**config.mk**
```make
export PLATFORM = sky130hd
export DESIGN_NAME = mouse_bounds_sequencer
export DESIGN_NICKNAME = d
export VERILOG_FILES = /design/src/rtl/mouse_bounds_sequencer.sv
export SDC_FILE = /design/constraint.sdc
export NUM_CORES = 1
export LEC_CHECK = 0
export ABC_AREA = 1
export BUFFER_PORTS_ARGS = -buffer_cell sky130_fd_sc_hd__buf_2
export CAP_MARGIN = 20
export CORE_UTILIZATION = 35
export CTS_BUF_LIST = sky130_fd_sc_hd__clkbuf_4
export CTS_CLUSTER_DIAMETER = 40
export DETAILED_ROUTE_END_ITERATION = 7
export GPL_ROUTABILITY_DRIVEN = 0
export SLEW_MARGIN = 20
export SYNTH_ARGS = -nofsm -noshare
export SYNTH_HDL_FRONTEND = slang
export SYNTH_SLANG_ARGS = --single-unit
```
**constraint.sdc**
```tcl
create_clock -name clk -period 2.7 [get_ports clk]
set_clock_uncertainty 0.05 [all_clocks]
set_input_delay 0.405 -clock clk [delete_from_list [all_inputs] [get_ports clk]]
set_output_delay 0.405 -clock clk [all_outputs]
set_load 0.03 [all_outputs]
```
**src/rtl/mouse_bounds_sequencer.sv**
```systemverilog
// ---------------------------------------------------------------------------
// mouse_bounds_sequencer
//
// Purpose:
//   Programs a mouse controller with one of three cursor-bounds profiles
//   (menu, game, arena). Each accepted request produces six paced write
//   strobes: min X, min Y, max X, max Y, then the cursor is parked at the
//   centre of the box with set-X and set-Y.
//
// Ports:
//   clk                      system clock, all state changes on rising edge
//   rst                      synchronous active-high reset
//   req_menu/game/arena      one-cycle request pulses for a bounds profile
//   arena_xmin/xmax/ymin/ymax arena profile bounds, captured at grant
//   value                    12-bit data word, non-zero only with a strobe
//   setmin_x .. sety         one-cycle write strobes, at most one high
//   busy                     high from grant until the done cycle ends
//   done                     one-cycle completion pulse
//   err                      one-cycle pulse for a rejected arena profile
//   mode                     last applied profile: 0 none,1 menu,2 game,3 arena
// ---------------------------------------------------------------------------
module mouse_bounds_sequencer #(
  parameter int GAP       = 2,
  parameter int MENU_XMAX = 1019,
  parameter int MENU_YMAX = 763,
  parameter int MENU_XMIN = 0,
  parameter int MENU_YMIN = 0,
  parameter int GAME_XMAX = 800,
  parameter int GAME_YMAX = 600,
  parameter int GAME_XMIN = 400,
  parameter int GAME_YMIN = 200
) (
  input  logic        clk,
  input  logic        rst,
  input  logic        req_menu,
  input  logic        req_game,
  input  logic        req_arena,
  input  logic [11:0] arena_xmin,
  input  logic [11:0] arena_xmax,
  input  logic [11:0] arena_ymin,
  input  logic [11:0] arena_ymax,
  output logic [11:0] value,
  output logic        setmin_x,
  output logic        setmin_y,
  output logic        setmax_x,
  output logic        setmax_y,
  output logic        setx,
  output logic        sety,
  output logic        busy,
  output logic        done,
  output logic        err,
  output logic [1:0]  mode
);

  // Sequencer states
  typedef enum logic [2:0] {
    S_IDLE,
    S_LOAD,
    S_WRITE,
    S_GAP,
    S_DONE
  } state_t;

  // Profile codes double as the mode output encoding
  localparam logic [1:0] ProfMenu  = 2'd1;
  localparam logic [1:0] ProfGame  = 2'd2;
  localparam logic [1:0] ProfArena = 2'd3;

  // Last gap count before moving on to the next write
  localparam logic [3:0] GapLast = 4'(GAP - 1);
  localparam logic [2:0] LastIdx = 3'd5;

  state_t      state_q, state_d;
  logic [2:0]  pend_q, pend_d;        // bit0 menu, bit1 game, bit2 arena
  logic [2:0]  pend_clr;
  logic [1:0]  prof_q, prof_d;
  logic [11:0] xmin_q, xmin_d;
  logic [11:0] xmax_q, xmax_d;
  logic [11:0] ymin_q, ymin_d;
  logic [11:0] ymax_q, ymax_d;
  logic [2:0]  idx_q, idx_d;
  logic [3:0]  gcnt_q, gcnt_d;
  logic [11:0] value_q, value_d;
  logic [5:0]  strobe_q, strobe_d;
  logic        busy_q, busy_d;
  logic        done_q, done_d;
  logic        err_q, err_d;
  logic [1:0]  mode_q, mode_d;

  logic [11:0] xc, yc;
  logic        bounds_bad;
  logic [11:0] word;

  // Centre point uses a 13-bit sum so 4095+4095 cannot wrap before the shift
  always_comb begin
    xc = 12'((13'(xmin_q) + 13'(xmax_q)) >> 1);
    yc = 12'((13'(ymin_q) + 13'(ymax_q)) >> 1);
    bounds_bad = (xmin_q >= xmax_q) || (ymin_q >= ymax_q);
  end

  // State register and all registered outputs
  always_ff @(posedge clk) begin
    if (rst) begin
      state_q  <= S_IDLE;
      pend_q   <= 3'b000;
      prof_q   <= 2'd0;
      xmin_q   <= 12'd0;
      xmax_q   <= 12'd0;
      ymin_q   <= 12'd0;
      ymax_q   <= 12'd0;
      idx_q    <= 3'd0;
      gcnt_q   <= 4'd0;
      value_q  <= 12'd0;
      strobe_q <= 6'b000000;
      busy_q   <= 1'b0;
      done_q   <= 1'b0;
      err_q    <= 1'b0;
      mode_q   <= 2'd0;
    end else begin
      state_q  <= state_d;
      pend_q   <= pend_d;
      prof_q   <= prof_d;
      xmin_q   <= xmin_d;
      xmax_q   <= xmax_d;
      ymin_q   <= ymin_d;
      ymax_q   <= ymax_d;
      idx_q    <= idx_d;
      gcnt_q   <= gcnt_d;
      value_q  <= value_d;
      strobe_q <= strobe_d;
      busy_q   <= busy_d;
      done_q   <= done_d;
      err_q    <= err_d;
      mode_q   <= mode_d;
    end
  end

  // Next-state logic. The bounds are captured on the IDLE->LOAD edge so
  // later changes on the arena inputs cannot leak into a running sequence.
  always_comb begin
    state_d  = state_q;
    prof_d   = prof_q;
    xmin_d   = xmin_q;
    xmax_d   = xmax_q;
    ymin_d   = ymin_q;
    ymax_d   = ymax_q;
    idx_d    = idx_q;
    gcnt_d   = gcnt_q;
    mode_d   = mode_q;
    err_d    = 1'b0;
    done_d   = 1'b0;
    pend_clr = 3'b000;

    case (state_q)
      S_IDLE: begin
        if (|pend_q) begin
          state_d = S_LOAD;
          // Priority: game, then arena, then menu
          if (pend_q[1]) begin
            pend_clr = 3'b010;
            prof_d   = ProfGame;
            xmin_d   = 12'(GAME_XMIN);
            xmax_d   = 12'(GAME_XMAX);
            ymin_d   = 12'(GAME_YMIN);
            ymax_d   = 12'(GAME_YMAX);
          end else if (pend_q[2]) begin
            pend_clr = 3'b100;
            prof_d   = ProfArena;
            xmin_d   = arena_xmin;
            xmax_d   = arena_xmax;
            ymin_d   = arena_ymin;
            ymax_d   = arena_ymax;
          end else begin
            pend_clr = 3'b001;
            prof_d   = ProfMenu;
            xmin_d   = 12'(MENU_XMIN);
            xmax_d   = 12'(MENU_XMAX);
            ymin_d   = 12'(MENU_YMIN);
            ymax_d   = 12'(MENU_YMAX);
          end
        end
      end

      S_LOAD: begin
        idx_d  = 3'd0;
        gcnt_d = 4'd0;
        // Only the arena profile comes from outside and can be malformed
        if ((prof_q == ProfArena) && bounds_bad) begin
          err_d   = 1'b1;
          state_d = S_IDLE;
        end else begin
          state_d = S_WRITE;
        end
      end

      S_WRITE: begin
        if (idx_q == LastIdx) begin
          state_d = S_DONE;
        end else if (GAP == 0) begin
          idx_d   = idx_q + 3'd1;
          state_d = S_WRITE;
        end else begin
          gcnt_d  = 4'd0;
          state_d = S_GAP;
        end
      end

      S_GAP: begin
        if (gcnt_q == GapLast) begin
          idx_d   = idx_q + 3'd1;
          state_d = S_WRITE;
        end else begin
          gcnt_d  = gcnt_q + 4'd1;
        end
      end

      S_DONE: begin
        state_d = S_IDLE;
      end

      default: begin
        state_d = S_IDLE;
      end
    endcase

    // A request on the grant edge re-arms its bit; otherwise requests coalesce
    pend_d = (pend_q & ~pend_clr) | {req_arena, req_game, req_menu};

    // Done and mode are set on the edge that enters DONE
    if (state_d == S_DONE) begin
      done_d = 1'b1;
      mode_d = prof_q;
    end
  end

  // Data word selected by the upcoming write index
  always_comb begin
    case (idx_d)
      3'd0:    word = xmin_q;
      3'd1:    word = ymin_q;
      3'd2:    word = xmax_q;
      3'd3:    word = ymax_q;
      3'd4:    word = xc;
      3'd5:    word = yc;
      default: word = 12'd0;
    endcase
  end

  // Output registers are loaded from the next state so strobe, value and
  // busy line up exactly with the state they describe.
  always_comb begin
    strobe_d = 6'b000000;
    value_d  = 12'd0;
    busy_d   = (state_d != S_IDLE);
    if (state_d == S_WRITE) begin
      strobe_d = 6'(6'b000001 << idx_d);
      value_d  = word;
    end
  end

  assign value    = value_q;
  assign setmin_x = strobe_q[0];
  assign setmin_y = strobe_q[1];
  assign setmax_x = strobe_q[2];
  assign setmax_y = strobe_q[3];
  assign setx     = strobe_q[4];
  assign sety     = strobe_q[5];
  assign busy     = busy_q;
  assign done     = done_q;
  assign err      = err_q;
  assign mode     = mode_q;

endmodule

```
-- Yosys cells after proc, flatten, opt, wreduce, memory -nomap -nowiden
Cells that the tools add are included.
- bits in registers: 86
- output and inout port bits: 23
- word-level logic and storage cells: 80
- add/subtract/negate cells: 4
- magnitude comparators: 2
- eq/ne operators: 15
- shift-type cells: 1
- muxes and demuxes: 27
- bitwise operators: 5
- reductions and logical operators: 11
- operators by type and width (kind ; count):
    $mux W12 ; 8
    $pmux W12 S6 ; 1
    $add A12 B12 Y13 ; 2
    $ge A12 B12 Y1 ; 2
    $mux W3 ; 8
    $eq A3 B2 Y1 const B ; 5
    $eq A3 B3 Y1 const B ; 4
    $pmux W3 S4 ; 1
    $pmux W4 S3 ; 1
    $mux W4 ; 2
    $eq A3 B1 Y1 const B ; 2
    $logic_not A3 Y1 ; 2
    $mux W2 ; 3
    $pmux W3 S2 ; 1
    $reduce_bool A3 Y1 ; 2
    $shl A1 B3 Y6 const A ; 1
    $add A4 B1 Y4 const B ; 1
    $eq A4 B1 Y1 const B ; 1
    $ne A2 B2 Y1 const B ; 2
    $reduce_or A2 Y1 ; 2
    $add A3 B1 Y3 const B ; 1
    $and A3 B3 Y3 ; 1
    $not A3 Y3 ; 1
    $or A3 B3 Y3 ; 1
    other kinds (8) ; 10

-- Depth between registers and ports, before layout
Gate-level depths: netlist (run 1).
- depth after elaboration: 8
- depth in mapped cells: 17
- gate-level depth less buffers: 16

-- Worst setup path after synthesis (run 1)
Ideal clock, no wire load.
- kind: register -> register
- start point: register xmax_q[3]
- end point: register value_q[0], in the netlist value[0]
- library setup time: 64 ps
- data arrival time: 1741 ps
- slack: 845 ps
- cell stages (with the launch flop): 17
- clock period less this slack: 1855 ps
- path through: dfxtp_1 inv_1 ha_1 nand2_1 nor2_1 nor2_1 nand2_1 nand2_1 nand2_1 nor2_1 nand2_1 nand2_1 nand2_1 nand2_1 nand4_1 buf_2 nor2_1
- cells in the longest elaborated chain, start to end: 8
- ends and longest elaborated chain (what ; line ; source):
    start: declaration ; 78 ; logic [11:0] xmax_q, xmax_d;
    start signal: assignment ; 124 ; xmax_q <= xmax_d;
    $ge A12 B12 Y1 ; 98 ; bounds_bad = (xmin_q >= xmax_q) || (ymin_q >= ymax_q);
    $logic_or A1 B1 Y1 ; 98 ;
    $logic_and A1 B1 Y1 ; 188 ; if ((prof_q == ProfArena) && bounds_bad) begin
    $mux W2 ; 188 ;
    $pmux W3 S4 ; 154 ; case (state_q)
    $eq A3 B2 Y1 ; 255 ; if (state_d == S_WRITE) begin
    $not A1 Y1 (no source line) ; n/a ;
    $reduce_or A2 Y1 (no source line) ; n/a ;
    end signal: assignment ; 129 ; value_q <= value_d;
    end: declaration ; 83 ; logic [11:0] value_q, value_d;
Every way passes these cells.
A chain may end at the register's enable or synchronous reset.

-- Worst setup path in the final report (run 1)
- start point: register xmax_q[0]
- end point: register value_q[7], in the netlist value[7]
- cells in the longest elaborated chain, start to end: 8
- elaborated cells on any way between the ends: 10
- ends and longest elaborated chain (what ; line):
    $ge A12 B12 Y1 ; 98
    $logic_or A1 B1 Y1 ; 98
    $logic_and A1 B1 Y1 ; 188
    $mux W2 ; 188
    $pmux W3 S4 ; 154
    $eq A3 B2 Y1 ; 255
    $not A1 Y1 (no source line) ; n/a
    $reduce_or A2 Y1 (no source line) ; n/a
Several ways; a longest one is shown, not always the timed one.

==> results_dict.tcl, run 1 <==
set metrics [dict create \
    die_x_um 130 \
    grt_max_degree 57 \
    synth_top_area_share 0.299 \
    synth-simple-area-share 0.362 \
    clk_pin_slew_worst_paths_ns 0.15 \
    cts_tree "done" \
    setup_viol 0 \
    place_ws_ns 0.395 \
    relSlewSlack 0.556 \
    end_kind "flip-flop" \
    maxCapViolations 0 \
    finalHoldViolCount 0 \
    fin_total_pwr_mw 3.73 \
    power.leakage_nw 3.28 \
    cp_slowest_stage_delay_ns 0.42 \
    path_cells "ha_1, fa_1, inv_1, nor2_1, nor2_1, o21ai_0, nand2_1, nand2_1, nand2_1, nand3_1, nand2_1, nor3_1, nor2_1" \
    syn-num-nets 967 \
    initial_core_util 0.360 \
    fin_ws_ns 0.341 \
    reg2reg_from "xmax_q[0]" \
    crit_buf_inv 1 \
    worstMarginPinSlew_ns 0.666 \
    yosysSeqAreaShare 0.299 \
    placedCellCount 1144 \
    crit_start "xmax_q[0]" \
    synth_top_family_by_area "simple AND/OR/NAND/NOR gates" \
    synth-xor-area-share 0.00912 \
    status "finished clean" \
    fp.dieH_um 130 \
    setup_tns_ns 0 \
    post-dp-hpwl_um 13800 \
    area_growth_pct 13.5 \
    cts-root-buf "clkbuf_4" \
    fmax_mhz 424 \
    antenna_cells 0 \
    synth_mux_area_frac 0 \
    final_antenna_net_count 0 \
    grt.total_usage 0.217 \
    dr.first_iter.drc_count 427 \
    syn_area_per_cell_um2 6.70 \
    ios 76 \
    worst_hold_path_type "input port to flip-flop" \
    syn-cell-area_um2 5760 \
    h-tree-depth 3 \
    synthCells 860 \
    post-route-period-util 0.874 \
    rsz0062_at_grt "no" \
    drt_wl_total_um 17700 \
    synth-seq-cells 86 \
    drtPass1Iterations 6 \
    postCtsHoldBufs 0 \
    synth.area.top_cells "dfxtp_1, nand2_1, ha_1, inv_1, nand3_1" \
    synth.distinct_cells 42 \
    cp.arrival_ns 2.69 \
    final_cells 1160 \
    io_buffers 75 \
    grt_pass1_wl_um 27600 \
    final_core_util 0.409 \
    cp_common_cell "nand2_1" \
    synth_compound_area_frac 0.110 \
    drc 0 \
    finalMaxSlewViolations 0 \
    grt_pass1_vias 5244 \
    numClockSinks 86 \
    required_ns 3.03 \
    ir_worst_vdd_mv 0.482 \
    layout-drive-gt1-share 0.149 \
    path_max_fanout 4 \
    dieArea_um2 17000 \
    row_count 46 \
    post_cts_resized 0 \
    vias_per_cell 4.93 \
    period_needed_ns 2.36 \
    synth.largest_area_cell "dfxtp_1" \
    grt_overflow 0 \
    power_per_cell_area_nw_per_um2 570 \
    path_class "flip-flop to flip-flop" \
    crit_family "simple AND/OR/NAND/NOR gates" \
    cts_setup_buffers 0 \
    yosys_warnings 0 \
    coreArea_um2 16000 \
    slowest_stage "dfxtp_1" \
    insertion_delay_ns 0.48 \
    final_nets 1046 \
    synthAdderAreaFrac 0.120 \
    hp-start "req_game" \
    cts_inserted_buffers 9 \
    start_kind "flip-flop" \
    antenna_found_initial 0 \
    clockBufferDepth 2 \
    via_count 5723 \
    wire_per_inst_um 15.3 \
]
[cells by family (layout without fill, tap and decap cells)]
logic type	count (synthesis)	after routing
flops	86	86
buf+inv	142	226
compound gates	117	117
fa+ha+maj	54	54
xor+xnor	6	6
simple gates	455	455
[worst min-delay path: stages]
cell and delay [ns]:
buf_2 0.08, a21oi_1 0.03, nor2_1 0.07
[cells in the mapped netlist, drive strengths merged]
library cell,number
a31oi,1
or2,1
fa,2
nand3,76
o21bai,4
inv,115
xor2,5
clkbuf,14
ha,52
o21ai,33
clkinv,1
o22ai,4
nor3,13
nand3b,1
a21o,1
xnor2,1
dfxtp,86
nand2,229
buf,12
a211oi,8
nor2,100
nor4,7
nand4,28
a21oi,66
[cells in the final DEF, fill, tap and decap left out, drive strengths merged]
cell type / instances
a211oi: 8
a21o: 1
a21oi: 66
a31oi: 1
buf: 94
clkbuf: 9
clkinv: 4
clkinvlp: 1
dfxtp: 86
fa: 2
ha: 52
inv: 118
nand2: 229
nand3: 76
nand3b: 1
nand4: 28
nor2: 100
nor3: 13
nor4: 7
o21ai: 33
o21bai: 4
o22ai: 4
or2: 1
xnor2: 1
xor2: 5
[final cells by class]
type / instances / area, um^2
repair buffers: 94 / 518
multi-input cells: 632 / 3470
clock buffers: 9 / 67.6
inverters: 116 / 435
flip-flops and latches: 86 / 1720
well taps: 216 / 270
fillers: 1780 / 9460
clock inverters: 7 / 55.1
[path summary, 6_finish.rpt]
path | to | slack (ns) | cells after the start
min reg2reg | pend_q[0] | 0.44 | 2
max reg2reg | value[7] | 0.34 | 13
min | pend_q[1] | 0.08 | 3
max | value[7] | 0.34 | 13
[power by group]
group	switching (mW)	internal, mW
Combinational	0.965	0.489
Sequential	0.154	1.41
Clock	0.504	0.199
[registers in the layout, indices dropped and copies added (netlist names)]
signal and flops:
done 1, value 12, ymax_q 12, xmax_q 12, state_q 3, prof_q 2, xmin_q 12, pend_q 3
idx_q 3, ymin_q 12, err 1, mode 2, gcnt_q 4, strobe_q 6, busy 1
[per-stage QoR]
stage / cell area [um^2] / hold slack [ns]
6_report: 6540 / 0.0815
5_1_grt: 6540 / 0.0527
4_1_cts: 6540 / 0.0507
3_5_place_dp: 6420 / 0.421
3_3_place_gp: 6420 / 0.422
2_1_floorplan: 5760 / 0.400
[metal layers]
layer | part of all wire | routed length (um) | global-route usage
met1 | 0.49 | 8660 | 0.301
met2 | 0.44 | 7760 | 0.342
met3 | 0.053 | 941 | 0.0361
met4 | 0.019 | 342 | 0.0643
met5 | 0 | 0 | 0
Note: power is estimated with default switching activity, not from simulation.
==> inputs of run 2 (changes only) <==
- CORE_UTILIZATION: 35 -> 30
==> run 2 against run 1 <==
Effect of this change: core utilization fell by 6.0 points; via count rose by 1.2%; combinational power barely moved; design area barely moved; critical path type unchanged; largest cell class unchanged.
==> results_dict.tcl, run 2 (same netlist as run 1, synthesis figures left out) <==
set metrics [dict create \
    status "finished clean" \
    ios 76 \
    fin_ws_ns 0.269 \
    grt_pass1_wl_um 29200 \
    clkPwrFrac 0.195 \
    fmax_mhz 411 \
    timing.rr.end "value[2]" \
    die_x_um 141 \
    reg2reg_from "gcnt_q[1]" \
    reg2reg_slack_ns 0.27 \
    whs_path_depth 3 \
    power.leakage_nw 3.26 \
    drtPass1Iterations 5 \
    grt.total_usage 0.193 \
    hp-start "req_arena" \
    h-tree-depth 3 \
    area_growth_pct 13.5 \
    path_class "flip-flop to flip-flop" \
    dieArea_um2 19800 \
    postCtsHoldBufs 0 \
    setup_tns_ns 0 \
    antenna_found_initial 1 \
    cts_tree "done" \
    finalMaxSlewViolations 0 \
    period_needed_ns 2.43 \
    slowest_stage "nor3_4" \
    hold_end "pend_q[2]" \
    place_ws_ns 0.349 \
    setup_viol 0 \
    combPwrFrac 0.385 \
    final_antenna_net_count 0 \
    end_kind "flip-flop" \
    final_area_um2 6540 \
    place_area_um2 6420 \
    cp_common_cell "nor2_1" \
    path_cells "inv_1, ha_1, nand2_2, nor2_1, nand2_1, nand3_4, nor3_4, nand3_1, o21ai_1, nor2_1, nor2_1" \
    fin_total_pwr_mw 3.74 \
    drt_wl_total_um 18600 \
    maxCapViolations 0 \
    worst_hold_path_type "input port to flip-flop" \
    cts_setup_buffers 0 \
    row_count 50 \
    grt_pass1_vias 5511 \
    nFillCells 2085 \
    path_max_fanout 22 \
    relSlewSlack 0.552 \
    cp.arrival_ns 2.77 \
    post_cts_resized 0 \
    p_int_mw 2.16 \
    cts-root-buf "clkbuf_4" \
    grt_max_degree 57 \
    grt_overflow 0 \
    clk_pin_slew_worst_paths_ns 0.13 \
    power_per_cell_area_nw_per_um2 572 \
    post-dp-hpwl_um 14400 \
    layout-drive-gt1-share 0.144 \
    ir_worst_vdd_mv 0.231 \
    start_kind "flip-flop" \
    drc 0 \
    finalHoldViolCount 0 \
    wire_per_inst_um 15.8 \
    sw_frac_of_total 0.422 \
    p_switching_mw 1.58 \
    final_cell_mix "nand2_1, inv_1, nor2_1" \
    required_ns 3.04 \
    rsz0062_at_grt "no" \
    via_count 5793 \
    post-route-period-util 0.900 \
    initial_core_util 0.307 \
    rr_worst_depth 11 \
    cp_slowest_stage_delay_ns 0.49 \
    final_common_cell "nand2_1" \
    worstMarginPinSlew_ns 0.673 \
    numClockSinks 86 \
    dr.first_iter.drc_count 455 \
    final_nets 1043 \
    vias_per_cell 4.93 \
    insertion_delay_ns 0.48 \
    seqPwrFrac 0.421 \
    io_buffers 75 \
    coreArea_um2 18800 \
    fp.dieH_um 141 \
    cts_inserted_buffers 9 \
    clockBufferDepth 2 \
]
-- run 2: how the worst max path moves through the flow --
| stage | startpoint | to | depth (start not counted) |
|---|---|---|---|
| after global routing | gcnt_q[1] | value[2] | 11 |
| after CTS | idx_q[0] | value[2] | 9 |
| after global placement | gcnt_q[1] | value[2] | 11 |
| after floorplan | xmax_q[3] | value[0] | 16 |
| after detailed placement | gcnt_q[1] | value[2] | 11 |
| final | gcnt_q[1] | value[2] | 11 |
-- run 2: final cells by class --
type                    instances  area (um^2)  share of cell area
flip-flops and latches         86         1720               0.263
inverters                     116          435              0.0666
diodes                          2         5.00            0.000765
clock inverters                 6         53.8             0.00822
well taps                     234          293              0.0448
clock buffers                   9         67.6              0.0103
repair buffers                 91          495              0.0757
multi-input cells             632         3470               0.531
-- run 2: metal layers --
layer  vias to the layer above  track usage  share of wire  routed length, um
met2                       152        0.329           0.48               8880
met5                         -            0              0                  0
met1                      2670        0.239           0.43               7980
li1                       2933            -              -                  -
met3                        38       0.0292          0.056               1030
met4                         0       0.0892          0.037                687
-- run 2: through the flow --
stage | std cells | utilization | hold WS, ns
after global routing | 1176 | 0.349 | 0.0814
final | 1176 | 0.349 | 0.0929
after detailed placement | 1159 | 0.342 | 0.431
after CTS | 1174 | 0.348 | 0.0729
after floorplan | 860 | - | 0.400
after global placement | 1159 | 0.342 | 0.414
-- run 2: power by group through the flow --
stage / logic, mW / registers (mW) / clock network, mW
global placement: 1.42 / 1.60 / 0
global route: 1.61 / 1.59 / 0.801
CTS: 1.43 / 1.57 / 0.749
detailed placement: 1.42 / 1.60 / 0
floorplan: 0.985 / 1.58 / 0
finish: 1.44 / 1.57 / 0.728
-- run 2: worst max-delay path, delay by kind of cell, from the launching register on --
family / cells / cell delay, ns
buffers and inverters: 1 / 0.06
AND/OR/NAND/NOR: 8 / 1.49
flip-flops: 1 / 0.40
adder cells (fa/ha/maj): 1 / 0.19
AO/OA/AOI/OAI: 1 / 0.14
==> inputs of run 3 (changes only) <==
- RECOVER_POWER: default -> 25
==> run 3 against run 2 <==
Effect of this change: first-iteration DRC count up 7.3%; critical path type unchanged; non-clock buffer count unchanged; critical path depth unchanged; total power about the same; design area down 0.50%; core utilization down 0.17 points; global-route usage unchanged; clock power up 1%; routed wire length about the same; count of clock-buffer cells in the layout unchanged.
==> results_dict.tcl, run 3 (same netlist as run 1, synthesis figures left out) <==
set metrics [dict create \
    status "finished clean" \
    grt.total_usage 0.193 \
    final_nets 1043 \
    finalMaxSlewViolations 0 \
    cts_setup_buffers 0 \
    grt_pass1_vias 5511 \
    period_needed_ns 2.48 \
    antenna_found_initial 1 \
    drtPass1Iterations 5 \
    cp.arrival_ns 2.84 \
    cp_common_cell "nor2_1" \
    worst_hold_path_type "input port to flip-flop" \
    place_area_um2 6420 \
    maxCapViolations 0 \
    endpoint "value[2]" \
    clk_pin_slew_worst_paths_ns 0.13 \
    rsz0062_at_grt "no" \
    nFillCells 2093 \
    crit_family "simple AND/OR/NAND/NOR gates" \
    wl_met3_um 1030 \
    insertion_delay_ns 0.49 \
    reg2reg_from "gcnt_q[1]" \
    crit_buf_inv 1 \
    reg2reg_slack_ns 0.22 \
    wl_met1_um 7970 \
    required_ns 3.06 \
    relSlewSlack 0.549 \
    grt_pass1_wl_um 29200 \
    cp_num_cells 11 \
    setup_viol 0 \
    setup_tns_ns 0 \
    start_kind "flip-flop" \
    coreArea_um2 18800 \
    timing.rr.end "value[2]" \
    wl_met2_um 8890 \
    fmax_mhz 403 \
    worstMarginPinSlew_ns 0.677 \
    fin_ws_ns 0.216 \
    top_layer "met4" \
    initial_core_util 0.307 \
    end_kind "flip-flop" \
    cp_slowest_stage_delay_ns 0.50 \
    grt_overflow 0 \
    drt_wl_total_um 18600 \
    post-route-period-util 0.920 \
    ios 76 \
    crit_start "gcnt_q[1]" \
    dieArea_um2 19800 \
    dr.first_iter.drc_count 488 \
    drc 0 \
    final_core_util 0.347 \
    layout-drive-gt1-share 0.119 \
    io_buffers 75 \
    postCtsHoldBufs 0 \
    cts_inserted_buffers 9 \
    final_antenna_net_count 0 \
    via_count 5787 \
    vias_per_cell 4.92 \
    final_common_cell "nand2_1" \
    rr_worst_depth 11 \
    hp-start "req_arena" \
    clockBufferDepth 2 \
    row_count 50 \
    wire_per_inst_um 15.8 \
    path_max_fanout 22 \
    power_per_cell_area_nw_per_um2 575 \
    numClockSinks 86 \
    place_ws_ns 0.349 \
    cts-root-buf "clkbuf_4" \
    post_cts_resized 0 \
    power.leakage_nw 3.17 \
    final_cell_mix "nand2_1, inv_1, nor2_1" \
    ir_worst_vdd_mv 0.232 \
    finalHoldViolCount 0 \
    h-tree-depth 3 \
    area_growth_pct 13.0 \
    cts_tree "done" \
    grt_max_degree 57 \
    fin_total_pwr_mw 3.74 \
    path_cells "inv_1, ha_1, nand2_2, nor2_1, nand2_1, nand3_4, nor3_4, nand3_1, o21ai_1, nor2_1, nor2_1" \
    path_class "flip-flop to flip-flop" \
    slowest_stage "nor3_4" \
    die_x_um 141 \
    fp.dieH_um 141 \
    final_area_um2 6510 \
    post-dp-hpwl_um 14400 \
]
-- run 3: through the flow --
stage,hold WS [ns],cells
floorplan,0.400,860
global placement,0.414,1159
detailed placement,0.431,1159
CTS,0.0729,1174
global route,0.0814,1176
finish,0.0745,1176
-- run 3: worst min path at each step --
| stage | end | slack [ns] | cells past startpoint |
|---|---|---|---|
| 2_1_floorplan | pend_q[0] | 0.40 | 2 |
| 3_3_place_gp | pend_q[0] | 0.41 | 2 |
| 3_5_place_dp | xmin_q[0] | 0.43 | 2 |
| 4_1_cts | pend_q[2] | 0.07 | 3 |
| 5_1_grt | pend_q[2] | 0.08 | 3 |
| 6_report | pend_q[2] | 0.07 | 3 |
-- run 3: where the power goes --
| part | total, mW | switching (mW) | internal [mW] |
|---|---|---|---|
| logic | 1.43 | 0.955 | 0.476 |
| clock network | 0.737 | 0.471 | 0.266 |
| registers | 1.57 | 0.161 | 1.41 |
| total | 3.74 | 1.59 | 2.16 |
-- run 3: tightest hold or removal path, cell delays in order --
cell and delay (ns):
buf_2 0.08, nor2_1 0.03, nor2_1 0.06
-- run 3: cell type report --
| class | count | area (um^2) | area share |
|---|---|---|---|
| repair buffers | 91 | 468 | 0.0719 |
| inverters | 116 | 435 | 0.0669 |
| diodes | 2 | 5.00 | 0.000769 |
| flip-flops and latches | 86 | 1720 | 0.264 |
| clock buffers | 9 | 67.6 | 0.0104 |
| multi-input cells | 632 | 3470 | 0.532 |
| well taps | 234 | 293 | 0.0450 |
| clock inverters | 6 | 53.8 | 0.00826 |
-- run 3: layer usage --
| layer | vias to the layer above | global-route usage |
|---|---|---|
| li1 | 2935 | - |
| met1 | 2654 | 0.239 |
| met2 | 161 | 0.329 |
| met3 | 37 | 0.0292 |
| met4 | 0 | 0.0892 |
| met5 | - | 0 |
